<file path="src/rtl/mem_arbiter_pkg.sv">
// mem_arbiter_pkg: shared widths, FSM state encoding and winner IDs for the memory arbiter
package mem_arbiter_pkg;
    localparam int WORD_SIZE = 32;
    localparam int LINE_SIZE = 128;
    typedef enum logic [1:0] {ARB_IDLE, ARB_WAIT, ARB_RESP} arb_state_t;
    typedef enum logic [1:0] {ARB_IR, ARB_DR, ARB_DW} arb_win_t;
endpackage

</file>
<file path="src/rtl/mem_req_slot.sv">
// mem_req_slot: one pending-request slot holding a valid flag and a latched payload
// Ports: clk, rst; set (request pulse) with set_val (payload to latch);
//        clr (winner retired); valid / val (slot contents).
module mem_req_slot #(
    parameter int W = 32
) (
    input  logic         clk,
    input  logic         rst,
    input  logic         set,
    input  logic         clr,
    input  logic [W-1:0] set_val,
    output logic         valid,
    output logic [W-1:0] val
);
    // A pulse into an occupied slot is dropped unless the slot is retiring this cycle.
    logic load;
    assign load = set && (!valid || clr);
    always_ff @(posedge clk) begin
        if (rst) begin
            valid <= 1'b0;
            val   <= '0;
        end else begin
            valid <= load || (valid && !clr);
            if (load) val <= set_val;
        end
    end
endmodule

</file>
<file path="src/rtl/mem_arbiter.sv">
// mem_arbiter: round-robin I/D arbiter serialising line reads and writebacks onto one memory port
// Ports: clk, rst; I read request (i_read, i_addr) and response (i_res, i_res_data, i_res_addr);
//        D read request (d_read, d_addr) and response (d_res, d_res_data, d_res_addr);
//        D writeback (d_wenable, d_w_data, d_w_addr); memory command (mem_req, mem_we,
//        mem_addr, mem_wdata) and completion (mem_res, mem_res_data).
module mem_arbiter
    import mem_arbiter_pkg::*;
(
    input  logic                 clk,
    input  logic                 rst,
    input  logic                 i_read,
    input  logic [WORD_SIZE-1:0] i_addr,
    output logic                 i_res,
    output logic [LINE_SIZE-1:0] i_res_data,
    output logic [WORD_SIZE-1:0] i_res_addr,
    input  logic                 d_read,
    input  logic [WORD_SIZE-1:0] d_addr,
    output logic                 d_res,
    output logic [LINE_SIZE-1:0] d_res_data,
    output logic [WORD_SIZE-1:0] d_res_addr,
    input  logic                 d_wenable,
    input  logic [LINE_SIZE-1:0] d_w_data,
    input  logic [WORD_SIZE-1:0] d_w_addr,
    output logic                 mem_req,
    output logic                 mem_we,
    output logic [WORD_SIZE-1:0] mem_addr,
    output logic [LINE_SIZE-1:0] mem_wdata,
    input  logic                 mem_res,
    input  logic [LINE_SIZE-1:0] mem_res_data
);
    logic                           ir_v, dr_v, dw_v, last_d, take_d, resp;
    logic [WORD_SIZE-1:0]           ir_a, dr_a;
    logic [WORD_SIZE+LINE_SIZE-1:0] dw_p;
    arb_state_t                     state;
    arb_win_t                       win, nxt;
    assign resp = state == ARB_RESP;
    // D side wins when it alone is asking, or on a tie when I went last.
    assign take_d = (dr_v || dw_v) && !(ir_v && last_d);
    // Writeback precedes a read so a read never overtakes a dirty line.
    assign nxt = take_d ? (dw_v ? ARB_DW : ARB_DR) : ARB_IR;
    mem_req_slot #(.W(WORD_SIZE)) u_ir (
        .clk(clk), .rst(rst), .set(i_read), .clr(resp && win == ARB_IR),
        .set_val(i_addr), .valid(ir_v), .val(ir_a)
    );
    mem_req_slot #(.W(WORD_SIZE)) u_dr (
        .clk(clk), .rst(rst), .set(d_read), .clr(resp && win == ARB_DR),
        .set_val(d_addr), .valid(dr_v), .val(dr_a)
    );
    mem_req_slot #(.W(WORD_SIZE + LINE_SIZE)) u_dw (
        .clk(clk), .rst(rst), .set(d_wenable), .clr(resp && win == ARB_DW),
        .set_val({d_w_addr, d_w_data}), .valid(dw_v), .val(dw_p)
    );
    always_ff @(posedge clk) begin
        if (rst) begin
            state      <= ARB_IDLE;
            win        <= ARB_IR;
            last_d     <= 1'b1;
            i_res      <= 1'b0;
            i_res_data <= '0;
            i_res_addr <= '0;
            d_res      <= 1'b0;
            d_res_data <= '0;
            d_res_addr <= '0;
            mem_req    <= 1'b0;
            mem_we     <= 1'b0;
            mem_addr   <= '0;
            mem_wdata  <= '0;
        end else begin
            i_res   <= 1'b0;
            d_res   <= 1'b0;
            mem_req <= 1'b0;
            case (state)
                ARB_IDLE: if (ir_v || dr_v || dw_v) begin
                    win       <= nxt;
                    last_d    <= take_d;
                    mem_req   <= 1'b1;
                    mem_we    <= nxt == ARB_DW;
                    mem_addr  <= nxt == ARB_DW ? dw_p[WORD_SIZE+LINE_SIZE-1 -: WORD_SIZE] :
                                 nxt == ARB_DR ? dr_a : ir_a;
                    mem_wdata <= nxt == ARB_DW ? dw_p[LINE_SIZE-1:0] : '0;
                    state     <= ARB_WAIT;
                end
                ARB_WAIT: if (mem_res) begin
                    i_res <= win == ARB_IR;
                    d_res <= win == ARB_DR;
                    if (win == ARB_IR) begin
                        i_res_data <= mem_res_data;
                        i_res_addr <= ir_a;
                    end
                    if (win == ARB_DR) begin
                        d_res_data <= mem_res_data;
                        d_res_addr <= dr_a;
                    end
                    state <= ARB_RESP;
                end
                default: state <= ARB_IDLE;
            endcase
        end
    end
endmodule
</file>
<file path="config.mk">
export PLATFORM = sky130hd
export DESIGN_NAME = mem_arbiter
export DESIGN_NICKNAME = d
export VERILOG_FILES = /design/src/rtl/mem_arbiter_pkg.sv /design/src/rtl/mem_req_slot.sv /design/src/rtl/mem_arbiter.sv
export SDC_FILE = /design/constraint.sdc
export NUM_CORES = 1
export LEC_CHECK = 0
export CORE_AREA = 2 2 327 329
export CTS_BUF_LIST = sky130_fd_sc_hd__clkbuf_4 sky130_fd_sc_hd__clkbuf_8 sky130_fd_sc_hd__clkbuf_16
export DETAILED_ROUTE_END_ITERATION = 16
export DIE_AREA = 0 0 329 331
export DONT_BUFFER_PORTS = 1
export PLACE_DENSITY_LB_ADDON = 0.3
export SYNTH_ARGS = -nofsm -noshare
export SYNTH_HDL_FRONTEND = slang
export SYNTH_SLANG_ARGS = --single-unit
</file>
<file path="constraint.sdc">
create_clock -name clk -period 1.5 [get_ports clk]
set_input_delay 0.3 -clock clk [delete_from_list [all_inputs] [get_ports clk]]
set_output_delay 0.3 -clock clk [all_outputs]
set_load 0.02 [all_outputs]
</file>
Word-level counts from Yosys, hierarchy flattened
Index checks and enable logic that the tools add are counted.
- equality and inequality tests: 8
- mux-type cells: 9
- bitwise gates (word level): 3
- reduce and logical (&&, ||, !) cells: 35
- operators by type and width (cell ; number):
    128-bit two-way mux ; 1
    32-bit two-way mux ; 2
    1-bit logical AND ; 11
    1-bit logical OR ; 9
    2-bit two-way mux ; 4
    1-bit logical NOT ; 7
    2-bit by 1-bit == test with 1-bit output, second input constant ; 3
    2-bit == test, second input constant ; 3
    3-bit AND reduction ; 2
    2-bit logical NOT ; 2
    2-bit != test, second input constant ; 2
    2-bit case mux with 2 select lines ; 1
    2-bit AND reduction ; 2
    1-bit NOT ; 3
    3-bit OR reduction ; 1
    2-bit OR reduction ; 1
    1-bit two-way mux ; 1
- flip-flop bits (word level): 716
- bits of input ports: 358
- output and inout port bits: 484
- logic and storage cells: 74

Depth between registers and ports, before layout
- word-level depth: 7
- gate-level depth with buffers: 8
- gate-level depth less buffers: 3

Hierarchy
A second synthesis with hierarchy kept.
- cell total of the unflattened synthesis: 3327
- area, all modules: 29205.5 µm²
- by module, submodules not included (module ; instances ; cells each ; area each (µm²) ; sequential area each (µm²)):
    mem_arbiter ; 1 ; 2342 ; 19030.8 ; 9789.4
    mem_req_slot at u_dw ; 1 ; 699 ; 7204.4 ; 3223.1
    mem_req_slot at u_dr ... ; 2 ; 143 ; 1485.2 ; 660.6

Worst setup path before layout
No wires, ideal clock.
- kind: register -> register
- from: register state[0]
- to: register u_ir.val[10]
- library setup time: 72 ps
- arrival: 1562 ps
- data required time: 1428 ps
- slack: -134 ps
- stages on the path, launching flop included: 6
- path buffers: 2
- period minus slack after synthesis: 1634 ps
- cell sequence: dfxtp_1 buf_2 or4b_1 a21boi_4 buf_6 mux2i_1
- longest elaborated chain between the ends: 4
- ends and longest elaborated chain (item ; RTL line ; source):
    start, declared ; mem_arbiter.sv:34 ; arb_state_t state;
    start signal, assigned ; mem_arbiter.sv:55 ; state <= ARB_IDLE;
    start signal, assigned ; mem_arbiter.sv:81 ; state <= ARB_WAIT;
    start signal, assigned ; mem_arbiter.sv:94 ; state <= ARB_RESP;
    2-bit == test ; mem_arbiter.sv:36 ; assign resp = state == ARB_RESP;
    1-bit logical AND ; mem_arbiter.sv:42 ; .clk(clk), .rst(rst), .set(i_read), .clr(resp && win == ARB_IR),
    1-bit logical OR ; mem_req_slot.sv:17 ; assign load = set && (!valid || clr);
    1-bit logical AND ; mem_req_slot.sv:17 ;
    end signal, assigned ; mem_req_slot.sv:24 ; if (load) val <= set_val;
    end, declared ; mem_req_slot.sv:13 ; output logic [W-1:0] val
No other way between the ends.
A chain may end at the register's enable or synchronous reset.

==> metrics list <==
* Outcome: finished, violations left
- The checks that failed: negative hold slack, max-slew violations, negative setup slack.
- The routed layout has 29,200 vias.
* Detailed Route WL: between 100,000 and 150,000 um
* CTS tree: yes
- All-Layer GR Usage: about 23%
- Remaining global-route overflow: 0
- After detailed placement, the total cell area comes to 32,000 um2.
- For this design the static power due to leakage is 0.0151 uW.
- The kind of cell with the highest combined delay along the critical path is simple AND/OR/NAND/NOR gates.
- The cell sitting at the root of the clock tree is a clkbuf_16.
* Number of global-route vias before repair: roughly 28,000
* Synth unique cells: 35
* Clock period minus final worst setup slack: 2.37 ns
* Hold Worst Slack: -0.256 ns
- The worst setup path is of the input pin to flip-flop kind.
* Buf/Inv on CP: 0
- The first global-routing pass estimated about 190,000 um of wire.
- Mapped Nets: ~3,700
* Placed wire-length estimate after detailed placement: between 80,000 and 90,000 um
- Synth Instances: 3,325
* Worst skew pair latency: 0.65 ns
- Sort of element at the start of the critical path: input pin
* Worst-Margin Slew: 3.24 ns
- Along the worst path, the maximum fanout reaches 941.
* Sequential cell area in the final layout: 14,400 um2
- Vertical extent of the die: ~330 um
- Max Transition Viols Final: 739
- Hold violation count in the final report: 14
- Port buffering added 0 buffers.
- The number of antenna violations at the first check in global routing is 30.
- Yosys mapped a number of flops with a built-in enable equal to 0.
- In this run, synthesis produced a sequential element count of 716.
- Summing all multi-input logic gate instances after layout gives ~14,000 um2.
- Data arrives at the worst endpoint at around 2.9 ns.
* Vias per inst: roughly 5.2
- After layout, the worst path uses 158% of the clock period.
* Post-synthesis instance area: about 29,000 um2
* Setup TNS: -215.98 ns
- Required time of the critical path: 2.07 ns
* Floorplan Core Area: around 100,000 um2
- In the post-route analysis, the smallest setup slack over all paths is -0.874 ns.
- DRT antenna net count: 0
- Sequential share of the synthesized area: between 40% and 50%
* Max_cap viols: 0
* Share of flip-flops with an asynchronous set or reset after synthesis: 0%
- Final design utilization: 42.8%
- STA classifies the critical path endpoint as a flip-flop.
- Leaving out fill and tap cells, the most frequent cell in the layout is dlygate4sd3_1.
- The H-tree was split into 3 levels.
* Slew Limit Headroom: -116%
- Min-Delay Path Class: input pin to flip-flop
- The die is 329 um wide.
- Clock edge transition at the registers on the reported setup and hold paths: about 0.060 ns
* Worst path max stage delay: 1.00 ns
* Critical path cell sequence: nand2b_1, mux2i_1
- Cell area after layout: roughly 45,000 um2
- After detailed routing, the average wire length per cell comes to 24.9 um.
- Prior to clock tree synthesis, the placed netlist has a worst setup slack of -0.198 ns.
- The layout has 9,899 filler cells.
* Clock buffers created by TritonCTS: 83
- Layout cells sized above 1: 13.9%
- For this configuration, the core starts out at a cell density of around 28%.
* Commonest cells after routing, fill and taps aside: 768 x dlygate4sd3_1, 706 x dfxtp_1, 448 x nand2b_1
- Worst Skew: ~0.014 ns
* Final layout net count: roughly 4,500
* DRT iter0 DRCs: about 3,100
- Remaining DRCs: 0
- Unrepaired setup endpoints after global routing: yes
- The congestion estimate from routability-driven global placement came to around 0.86.
- Post-synth top flop: dfxtp_1
- Total number of placement rows: ~120
* Slowest cell on the critical path: nand2b_1
- Timing would allow up to ~420 MHz.
- A synthesized cell averages about 8.7 um2.
- The longest clock path from root to sink contains 3 buffers.
- Entering global routing, the biggest net connects around 940 pins.
- Initial DRT Pass Iterations: 6
- 842 I/O pins were placed.
- IR analysis of the VDD net gives a maximum drop of 0.00108 V.
- In this run the power density over the cells is approximately 1100 nW/um2.
- Synth-to-Final Area Change: 54.7%
* Number of warnings issued by yosys: 0
* Total Die Area: ~110,000 um2
* Number of setup violations in the final report: between 700 and 800
- Clk sink count: around 720
routing by layer:
metal  routed length [um]  up-vias  GRT usage [%]
li1                     -    13300              -
met1                54700    14300           27.7
met2                64000     1364           36.7
met3                13600      327           7.52
met4                 7230       16           11.5
met5                  104        -          0.522
metrics by stage:
step           hold slack [ns]  total power, uW  instances
2_1_floorplan            0.417            24300       3325
3_3_place_gp             0.416            26500       4571
3_5_place_dp             0.425            26500       4571
4_1_cts                 -0.298            49800       5521
5_1_grt                 -0.272            52000       5593
6_report                -0.256            50500       5601
cells in the mapped netlist, drive strengths merged, types with 2 or more instances:
master	count	share of area [%]
nand3	448	7.7
nor2	8	0.10
o21ai	452	7.8
a21boi	3	0.12
nor3	4	0.086
a311oi	31	0.94
nand2	64	0.83
or2	2	0.043
buf	67	1.3
nand2b	449	9.7
nand3b	32	0.83
a21oi	486	8.4
a21o	31	0.80
nor2b	2	0.043
nand4bb	2	0.078
dfxtp	716	49
mux2i	225	7.8
clkbuf	292	3.8
or4b	2	0.069
what timing repair did:
item | CTS | global route
gates cloned | 18 | 31
setup endpoints to repair | 746 | 808
endpoints found under the hold margin | 716 | 492
hold buffers | 767 | 1
pin swaps | 21 | 35
setup buffers | 14 | 25
gates resized for setup | 91 | 193
area by class of cell:
class / instances / share of cell area [%]
flip-flops and latches: 716 / 32.0
multi-input cells: 2252 / 30.8
repair buffers: 1066 / 27.1
clock buffers: 113 / 5.31
well taps: 1391 / 3.88
clock inverters: 38 / 0.859
diodes: 25 / 0.139
where the power goes:
part / total [uW] / leakage, uW / switching [uW] / internal [uW]
combinational: 8630 / 0.00791 / 4330 / 4300
clock: 21000 / 0.00141 / 8860 / 12100
sequential: 20900 / 0.00583 / 1090 / 19800
total: 50500 / 0.0151 / 14300 / 36200
sequential cells by signal (all words and copies together) (netlist names):
name / cells
mem_we: 1
u_ir.val: 32
u_ir.valid: 1
d_res: 1
mem_addr: 32
u_dr.valid: 1
state: 2
d_res_data: 128
u_dr.val: 32
u_dw.valid: 1
i_res_addr: 32
u_dw.val: 160
i_res_data: 128
win: 2
mem_req: 1
d_res_addr: 32
mem_wdata: 128
last_d: 1
i_res: 1
worst paths after layout:
check	startpoint	end	slack [ns]	depth (start not counted)
min	rst	mem_wdata[100]	-0.26	1
max	rst	u_dw.val[25]	-0.87	2
min reg2reg	u_dw.val[115]	mem_wdata[115]	0.46	2
max reg2reg	state[1]	d_res_data[69]	-0.28	7
worst reg2reg max path, stage by stage, from the launching register on:
cell	delay, ns
dfxtp_2	0.34
buf_12	0.13
and3b_4	0.39
buf_12	0.21
buf_4	0.17
buf_12	0.12
nand3_1	0.12
a21oi_2	0.15
cell families after synthesis:
logic type             share of synthesized area (%)
AO/OA/AOI/OAI                                   18.1
buffers and inverters                           5.07
flip-flops                                      49.4
AND/OR/NAND/NOR                                 19.6
multiplexers                                    7.80
Note: power is estimated with default switching activity, not from simulation.
